**src/rtl/frogger_pkg.sv**
```systemverilog
// Shared definitions for the Frogger game logic: phase encodings, grid geometry,
// score/level limits and the level-to-car-period mapping.
package frogger_pkg;

  typedef enum logic [2:0] {
    ST_IDLE      = 3'd0,
    ST_PLAYING   = 3'd1,
    ST_DYING     = 3'd2,
    ST_LEVEL_UP  = 3'd3,
    ST_GAME_OVER = 3'd4
  } state_e;

  localparam int unsigned COLS         = 20;
  localparam int unsigned ROWS         = 15;
  localparam int unsigned FROG_START_X = 1;
  localparam int unsigned FROG_START_Y = 14;

  localparam int unsigned SCORE_MAX = 99;
  localparam int unsigned MAX_LEVEL = 9;

  localparam int unsigned CAR_CNT_W = 8;

  // Traffic speeds up by two frames per level, never faster than one step every two frames.
  function automatic logic [CAR_CNT_W-1:0] car_period(input logic [3:0]  level,
                                                      input int unsigned base_frames);
    int p;
    p = int'(base_frames) - 2 * (int'(level) - 1);
    if (p < 2) p = 2;
    return CAR_CNT_W'(p);
  endfunction

endpackage

```
**src/rtl/frogger_speed_div.sv**
```systemverilog
// Frame-tick divider whose period follows the current level; emits a one-cycle
// registered tick each time a full period of frame ticks has elapsed.
module frogger_speed_div #(
  parameter int unsigned BASE_FRAMES = 16
) (
  input  logic       i_Clk,
  input  logic       i_Rst,
  input  logic       i_Frame_Tick,
  input  logic       i_En,
  input  logic       i_Clr,
  input  logic [3:0] i_Level,
  output logic       o_Car_Tick
);
  import frogger_pkg::*;

  logic [CAR_CNT_W-1:0] period;
  logic [CAR_CNT_W-1:0] cnt_q, cnt_d;
  logic                 tick_q, tick_d;

  always_comb begin
    period = car_period(i_Level, BASE_FRAMES);
    cnt_d  = cnt_q;
    tick_d = 1'b0;
    if (i_Clr) begin
      cnt_d = '0;
    end else if (i_En && i_Frame_Tick) begin
      // >= guards against a count left above a freshly shortened period
      if (cnt_q >= period - CAR_CNT_W'(1)) begin
        cnt_d  = '0;
        tick_d = 1'b1;
      end else begin
        cnt_d = cnt_q + CAR_CNT_W'(1);
      end
    end
  end

  always_ff @(posedge i_Clk) begin
    if (i_Rst) begin
      cnt_q  <= '0;
      tick_q <= 1'b0;
    end else begin
      cnt_q  <= cnt_d;
      tick_q <= tick_d;
    end
  end

  assign o_Car_Tick = tick_q;

endmodule

```
**src/rtl/frogger_game_ctrl.sv**
```systemverilog
// Frogger game sequencer: phase FSM, lives/score/level registers, frog respawn
// requests and level-paced lane traffic tick.
module frogger_game_ctrl #(
  parameter int unsigned LIVES           = 3,
  parameter int unsigned HOMES_PER_LEVEL = 5,
  parameter int unsigned MAX_LEVEL       = frogger_pkg::MAX_LEVEL,
  parameter int unsigned SCORE_MAX       = frogger_pkg::SCORE_MAX,
  parameter int unsigned DEATH_FRAMES    = 60,
  parameter int unsigned LEVEL_FRAMES    = 90,
  parameter int unsigned BASE_CAR_FRAMES = 16
) (
  input  logic       i_Clk,
  input  logic       i_Rst,
  input  logic       i_Frame_Tick,
  input  logic       i_Start,
  input  logic       i_Frog_Home,
  input  logic       i_Collision,
  output logic       o_Game_Active,
  output logic       o_Frog_Respawn,
  output logic       o_Car_Tick,
  output logic [6:0] o_Score,
  output logic [1:0] o_Lives,
  output logic [3:0] o_Level,
  output logic [2:0] o_State,
  output logic       o_Game_Over
);
  import frogger_pkg::*;

  localparam int unsigned FRAME_MAX = (DEATH_FRAMES > LEVEL_FRAMES) ? DEATH_FRAMES : LEVEL_FRAMES;
  localparam int unsigned FRAME_W   = $clog2(FRAME_MAX + 1);
  localparam int unsigned HOME_W    = $clog2(HOMES_PER_LEVEL + 1);

  localparam logic [FRAME_W-1:0] DEATH_LAST = FRAME_W'(DEATH_FRAMES - 1);
  localparam logic [FRAME_W-1:0] LEVEL_LAST = FRAME_W'(LEVEL_FRAMES - 1);
  localparam logic [HOME_W-1:0]  HOME_LAST  = HOME_W'(HOMES_PER_LEVEL - 1);
  localparam logic [6:0]         SCORE_LIM  = 7'(SCORE_MAX);
  localparam logic [3:0]         LEVEL_LIM  = 4'(MAX_LEVEL);
  localparam logic [1:0]         LIVES_INIT = 2'(LIVES);

  state_e               state_q, state_d;
  logic                 start_prev_q;
  logic                 start_edge;
  logic [6:0]           score_q, score_d;
  logic [1:0]           lives_q, lives_d;
  logic [3:0]           level_q, level_d;
  logic [HOME_W-1:0]    home_q, home_d;
  logic [FRAME_W-1:0]   frame_q, frame_d;
  logic                 respawn_q, respawn_d;
  logic                 active_q, over_q;
  logic                 car_en, car_clr;

  always_comb begin
    state_d    = state_q;
    score_d    = score_q;
    lives_d    = lives_q;
    level_d    = level_q;
    home_d     = home_q;
    frame_d    = frame_q;
    respawn_d  = 1'b0;
    start_edge = i_Start & ~start_prev_q;

    case (state_q)
      ST_IDLE: begin
        if (start_edge) begin
          state_d   = ST_PLAYING;
          score_d   = '0;
          lives_d   = LIVES_INIT;
          level_d   = 4'd1;
          home_d    = '0;
          respawn_d = 1'b1;
        end
      end

      ST_PLAYING: begin
        if (i_Collision) begin
          state_d = ST_DYING;
          if (lives_q != '0) lives_d = lives_q - 2'd1;
        end else if (i_Frog_Home) begin
          if (score_q < SCORE_LIM) score_d = score_q + 7'd1;
          if (home_q == HOME_LAST) begin
            home_d  = '0;
            state_d = ST_LEVEL_UP;
            if (level_q < LEVEL_LIM) level_d = level_q + 4'd1;
          end else begin
            home_d    = home_q + HOME_W'(1);
            respawn_d = 1'b1;
          end
        end
      end

      ST_DYING: begin
        if (i_Frame_Tick) begin
          if (frame_q == DEATH_LAST) begin
            if (lives_q == '0) begin
              state_d = ST_GAME_OVER;
            end else begin
              state_d   = ST_PLAYING;
              respawn_d = 1'b1;
            end
          end else begin
            frame_d = frame_q + FRAME_W'(1);
          end
        end
      end

      ST_LEVEL_UP: begin
        if (i_Frame_Tick) begin
          if (frame_q == LEVEL_LAST) begin
            state_d   = ST_PLAYING;
            respawn_d = 1'b1;
          end else begin
            frame_d = frame_q + FRAME_W'(1);
          end
        end
      end

      ST_GAME_OVER: begin
        if (start_edge) state_d = ST_IDLE;
      end

      default: state_d = ST_IDLE;
    endcase

    // Every phase pause starts counting from zero.
    if (state_d != state_q) frame_d = '0;
  end

  always_ff @(posedge i_Clk) begin
    if (i_Rst) begin
      state_q      <= ST_IDLE;
      start_prev_q <= 1'b0;
      score_q      <= '0;
      lives_q      <= LIVES_INIT;
      level_q      <= 4'd1;
      home_q       <= '0;
      frame_q      <= '0;
      respawn_q    <= 1'b0;
      active_q     <= 1'b0;
      over_q       <= 1'b0;
    end else begin
      state_q      <= state_d;
      start_prev_q <= i_Start;
      score_q      <= score_d;
      lives_q      <= lives_d;
      level_q      <= level_d;
      home_q       <= home_d;
      frame_q      <= frame_d;
      respawn_q    <= respawn_d;
      active_q     <= (state_d == ST_PLAYING);
      over_q       <= (state_d == ST_GAME_OVER);
    end
  end

  assign car_en  = (state_q == ST_PLAYING);
  assign car_clr = (level_d != level_q);

  frogger_speed_div #(
    .BASE_FRAMES (BASE_CAR_FRAMES)
  ) u_speed_div (
    .i_Clk        (i_Clk),
    .i_Rst        (i_Rst),
    .i_Frame_Tick (i_Frame_Tick),
    .i_En         (car_en),
    .i_Clr        (car_clr),
    .i_Level      (level_q),
    .o_Car_Tick   (o_Car_Tick)
  );

  assign o_Game_Active  = active_q;
  assign o_Frog_Respawn = respawn_q;
  assign o_Score        = score_q;
  assign o_Lives        = lives_q;
  assign o_Level        = level_q;
  assign o_State        = state_q;
  assign o_Game_Over    = over_q;

endmodule

```
**config.mk**
```make
export PLATFORM = sky130hd
export DESIGN_NAME = frogger_game_ctrl
export DESIGN_NICKNAME = d
export VERILOG_FILES = /design/src/rtl/frogger_pkg.sv /design/src/rtl/frogger_speed_div.sv /design/src/rtl/frogger_game_ctrl.sv
export SDC_FILE = /design/constraint.sdc
export NUM_CORES = 1
export LEC_CHECK = 0
export CAP_MARGIN = 10
export CORE_UTILIZATION = 55
export CTS_CLUSTER_SIZE = 8
export DETAILED_ROUTE_END_ITERATION = 10
export DONT_BUFFER_PORTS = 1
export PLACE_DENSITY = 0.71
export RECOVER_POWER = 100
export SLEW_MARGIN = 20
export SYNTH_ARGS = -nofsm -noshare
export SYNTH_HDL_FRONTEND = slang
export SYNTH_SLANG_ARGS = --single-unit
```
**constraint.sdc**
```tcl
create_clock -name i_Clk -period 3.9 [get_ports i_Clk]
set_input_delay 0 -clock i_Clk [delete_from_list [all_inputs] [get_ports i_Clk]]
set_output_delay 0 -clock i_Clk [all_outputs]
set_load 0.01 [all_outputs]
```
# == Word level (Yosys, flattened, before mapping) ==
# Index checks and enable logic that the tools add are counted.
# word_totals
rom_bits,0
memories,0
latch_bits,0
regBits,39
input_bits,6
ram_bits,0
out_inout_bits,20
# classes
n_mux,49
n_div,0
n_eq_ne,21
n_mul,0
magnitude_cmp,4
n_addsub,9
bitwise_logic,3
n_reduce_logical,13
n_shift,0
# op_table
op,n
$mux W7,8
$mux W3,14
$lt A32 B3 Y1 const B,1
$pmux W7 S2,2
$mux W4,5
$ne A2 B2 Y1 const B,10
$mux W8,2
$pmux W3 S5,1
$add A7 B1 Y7 const B,2
$mux W1,10
$reduce_and A5 Y1,2
$eq A3 B3 Y1 const B,3
$add A8 B1 Y8 const B,1
$ge A8 B8 Y1,1
$pmux W4 S2,1
$reduce_and A4 Y1,2
$sub A8 B1 Y8 const B,1
$eq A7 B6 Y1 const B,1
$eq A7 B7 Y1 const B,1
$lt A7 B7 Y1 const B,1
$sub A6 B6 Y7 const A,1
$eq A3 B1 Y1 const B,2
$eq A3 B2 Y1 const B,2
$mux W2,3
18 further kinds,22

# == Depth between registers and ports, before layout ==
# depth
word_depth,8
mapped_depth,19
depth_no_buf,17

# == Modules after synthesis ==
# A second synthesis with hierarchy kept.
# unflattened
cells_unflattened,303
hier_area_um2,2556.2
# by_module_without_submodules
module,n_inst,cells_each,area_each_um2
frogger_game_ctrl,1,203,1722.9
frogger_speed_div,1,100,833.3

# == Worst setup path after synthesis ==
# Ideal clock, no wire load.
# synth_path
kind,register to register
start,reg level_q[0] (netlist: o_Level[0])
end,reg u_speed_div.cnt_q[1]
period_less_slack_ns,3.368
t_arrival_ns,3.299
stages_incl_launch_ff,17
slack_ns,0.532
required_time_ns,3.830
setup_time_ns,0.070
path_cell_list,dfxtp_1 -> buf_6 -> inv_1 -> ha_1 -> buf_4 -> xnor2_1 -> nand3_1 -> a221o_1 -> nand2_1 -> nand2_1 -> ha_1 -> ha_1 -> a21o_1 -> a2111oi_0 -> o21a_1 -> nand3_1 -> a21oi_1
# synth_via
elab_chain_len,8
word_cells_on_any_way,17
cone_classes,add/sub (4); order compare (3); eq/ne (1); mux (8); reduce/logical (1)
# synth_lines
element,line,rtl
from (decl),frogger_game_ctrl.sv:45,"logic [3:0] level_q, level_d;"
from (signal assigned),frogger_game_ctrl.sv:145,level_q <= level_d;
branches (longest 8 deep; another with $lt A32 B3 Y1),-,
to (signal assigned),frogger_speed_div.sv:42,cnt_q <= cnt_d;
to (decl),frogger_speed_div.sv:17,"logic [CAR_CNT_W-1:0] cnt_q, cnt_d;"
# Parallel ways; which one is timed is not known.
# A chain may end at the register's enable or synchronous reset.

# == Final worst setup path ==
# layout_path
start,reg level_q[1] (netlist: o_Level[1])
end,reg u_speed_div.cnt_q[5]
# Same word-level chain as after synthesis.

==> run_results.csv <==
group,metric,value,unit
placement,hpwl,3.50,mm
sta,grt_setup_unrepaired,"false",
sta,worst_pin_slew,801,ps
detailed_routing,drt-pass1-iter-count,4,
die,rows,23,
sta,finalSetupTns,0,ps
critical_path,crit_path_end_kind,"flip-flop",
outcome,status,"finished clean",
placement,gp_congestion,0.831,
cts,post_cts_buffers,0,
detailed_routing,postRouteAntennaNets,0,
cts,cts-root-buf,"clkbuf_8",
die,die_h,68.5,um
synth,ys_types,56,
critical_path,cpMaxStageDelayCell,"dfxtp_1",
power_and_ir_drop,intPower,620,uW
hold_path,worstHoldPathType,"in2reg",
detailed_routing,vias,2006,
sta,final-hold-violation-count,0,
global_route,grt_pass1_wl,7.94,mm
synth,yosys_warnings,0,
final_layout,layout_common_cells,"48 x nor2_1, 39 x dfxtp_1, 21 x nand2_1",
critical_path,path_max_fanout,8,
sta,fmax,0.283,GHz
final_layout,utilization,61.9,%
die,pin_count,26,
synth,synth_edf_count,0,
cts,clk_path_buf_depth,2,
run,cap_viol_max_count,0,
critical_path,crit_path_start_kind,"flip-flop",
synth,synthTopCellsByArea,"dfxtp_1 32%, ha_1 9.3%, nor2_1 7.4%",
synth,async_flop_share,0,%
synth,synth_nets,320,
synth,yosysTopAreaCellShare,32.1,%
cts,clock_sinks,39,
die,die_w,68.5,um
placement,placed_area,0.00244,mm^2
sta,slew_violations,0,
critical_path,path_cells,"inv_1 -> ha_1 -> xnor2_1 -> nand3_1 -> a221o_1 -> nand2_1 -> nand2_1 -> ha_1 -> ha_1 -> a21o_1 -> a2111oi_0 -> o21a_1 -> o21bai_2 -> nor2_1",
synth,syn_inst,296,
detailed_routing,drt_iter0_drc,87,
cts,numCtsBuffers,5,
cts,clkTransAtPathRegs,70,ps
detailed_routing,routed_wirelength,4.80,mm
final_layout,multi_input_area,0.00151,mm^2
critical_path,crit_required,4130,ps
global_route,gr-usage-all-layers,22.4,%
critical_path,crit_top_cell,"ha_1",
power_and_ir_drop,p_clk_share,39.9,%
sta,relSlewSlack,46.2,%
final_layout,layout_commonest_cell,"nor2_1",
sta,fin_skew,6.46,ps
power_and_ir_drop,finalPower,810,uW
power_and_ir_drop,power.net_switching,190,uW
critical_path,arrival,3760,ps
die,core_area,0.00412,mm^2
cts,h-tree-depth,2,
synth,synth_area_per_cell,8.22,um^2
synth,synth.largest_area_cell,"dfxtp_1",
power_and_ir_drop,vdd_drop_max,0.263,mV
final_layout,n_fill_cell,385,
synth,ys_seq_area_share,32.1,%
detailed_routing,drc_errors,0,
power_and_ir_drop,pwr-share-seq,51.9,%
placement,dpl.cell_count,337,
placement,io_buffers,0,
cts,clk_latency,290,ps
global_route,antenna_found_initial,0,
power_and_ir_drop,power.density,318,mW/mm^2
cts,cts_tree,"yes",
critical_path,slowest_delay,520,ps
global_route,gr-total-overflow,0,
final_layout,fin_cells,347,
detailed_routing,post_drt_wl_per_cell,13.8,um
sta,finalCritPeriodShare,90.5,%
power_and_ir_drop,leakage,0.000925,uW
critical_path,critPathKind,"reg2reg",
synth,synth_flop_cell,"dfxtp_1",
sta,period_needed,3530,ps
global_route,grt_pass1_vias,1849,
power_and_ir_drop,p_comb_share,8.2,%
synth,ys_seq_elements,39,
detailed_routing,viasPerCell,5.78,
final_layout,seq_area,781,um^2
final_layout,syn_to_final_growth,4.68,%
die,start_util,59.1,%
global_route,grt_start_max_net_pins,18,
synth,syn_area,0.00243,mm^2
final_layout,drive_gt1_share,5.72,%
final_layout,nets,321,
final_layout,final_area,0.00255,mm^2
final_layout,antenna_cells,0,
power_and_ir_drop,switching_share,23.5,%
sta,setup_viol,0,
die,dieArea,0.00469,mm^2
-- cells in the mapped netlist (6+ instances only) --
library cell and count:
nand2b_1 6, nand2_1 21, o21ai_0 8, o21a_1 6
nor2_1 48, xnor2_1 14, dfxtp_1 39, nand4_1 9
a21oi_1 17, nor3_1 9, inv_1 11, xor2_1 13
nand3_1 8, ha_1 18
-- flip-flops by register name, indices dropped and copies added, names as in the netlist --
signal / flops
frame_q: 7
start_prev_q: 1
o_Game_Active: 1
u_speed_div.o_Car_Tick: 1
o_State: 3
o_Score: 7
home_q: 3
o_Game_Over: 1
u_speed_div.cnt_q: 8
o_Lives: 2
o_Frog_Respawn: 1
o_Level: 4
-- cell type report --
class / instances / share of cell area, %
Multi-Input combinational cell: 234 / 59.2
Sequential cell: 39 / 30.7
Clock buffer: 5 / 2.70
Tap cell: 50 / 2.46
Timing Repair Buffer: 6 / 1.92
Inverter: 11 / 1.62
Clock inverter: 2 / 1.47
-- power groups by stage --
stage          Combinational, uW  Clock [uW]  Sequential (uW)
3_3_place_gp                64.4           0              430
2_1_floorplan               60.4           0              424
5_1_grt                     75.2         352              422
4_1_cts                     70.1         334              420
3_5_place_dp                64.8           0              429
6_report                    66.7         323              420
-- metal layers --
layer	routed length, um	global-route usage (%)
met1	2280	25.9
met2	2240	40.1
met3	228	6.25
met4	55	6.25
met5	0	0
-- stage by stage --
| step | hold WS, ps | setup WS, ps |
|---|---|---|
| after floorplan | 128 | 532 |
| after global placement | 72.2 | 568 |
| after detailed placement | 75.4 | 441 |
| after CTS | 1.44 | 375 |
| after global routing | 75.8 | 104 |
| final | 41.4 | 370 |
-- timing repair --
action	CTS	global route
hold buffers	3	0
endpoints found under the hold margin	24	0
resized for setup	0	0
endpoints found under the setup margin	0	0
-- critical path: cells and delay by family (launching register included) --
family,cells,cell delay (ps)
fa+ha+maj,3,780
compound gates,5,1390
xor+xnor,1,270
buf+inv,1,130
simple gates,4,380
flops,1,520
-- cells by family after synthesis --
family	Yosys count	share of synthesized area [%]
buffers and inverters	23	4.94
multiplexers	1	0.412
XOR/XNOR	27	9.72
adder cells (fa/ha/maj)	18	9.26
flip-flops	39	32.1
AND/OR/NAND/NOR	126	26.4
AO/OA/AOI/OAI	62	17.1
-- path summary, 6_finish.rpt --
| kind | depth (start not counted) | startpoint | end | slack, ps |
|---|---|---|---|---|
| max | 14 | o_Level[1] | u_speed_div.cnt_q[5] | 370 |
| min | 3 | i_Frog_Home | home_q[0] | 40 |
| max reg2reg | 14 | o_Level[1] | u_speed_div.cnt_q[5] | 370 |
| min reg2reg | 2 | home_q[0] | home_q[0] | 500 |
Power figures use the tool's default switching activity.
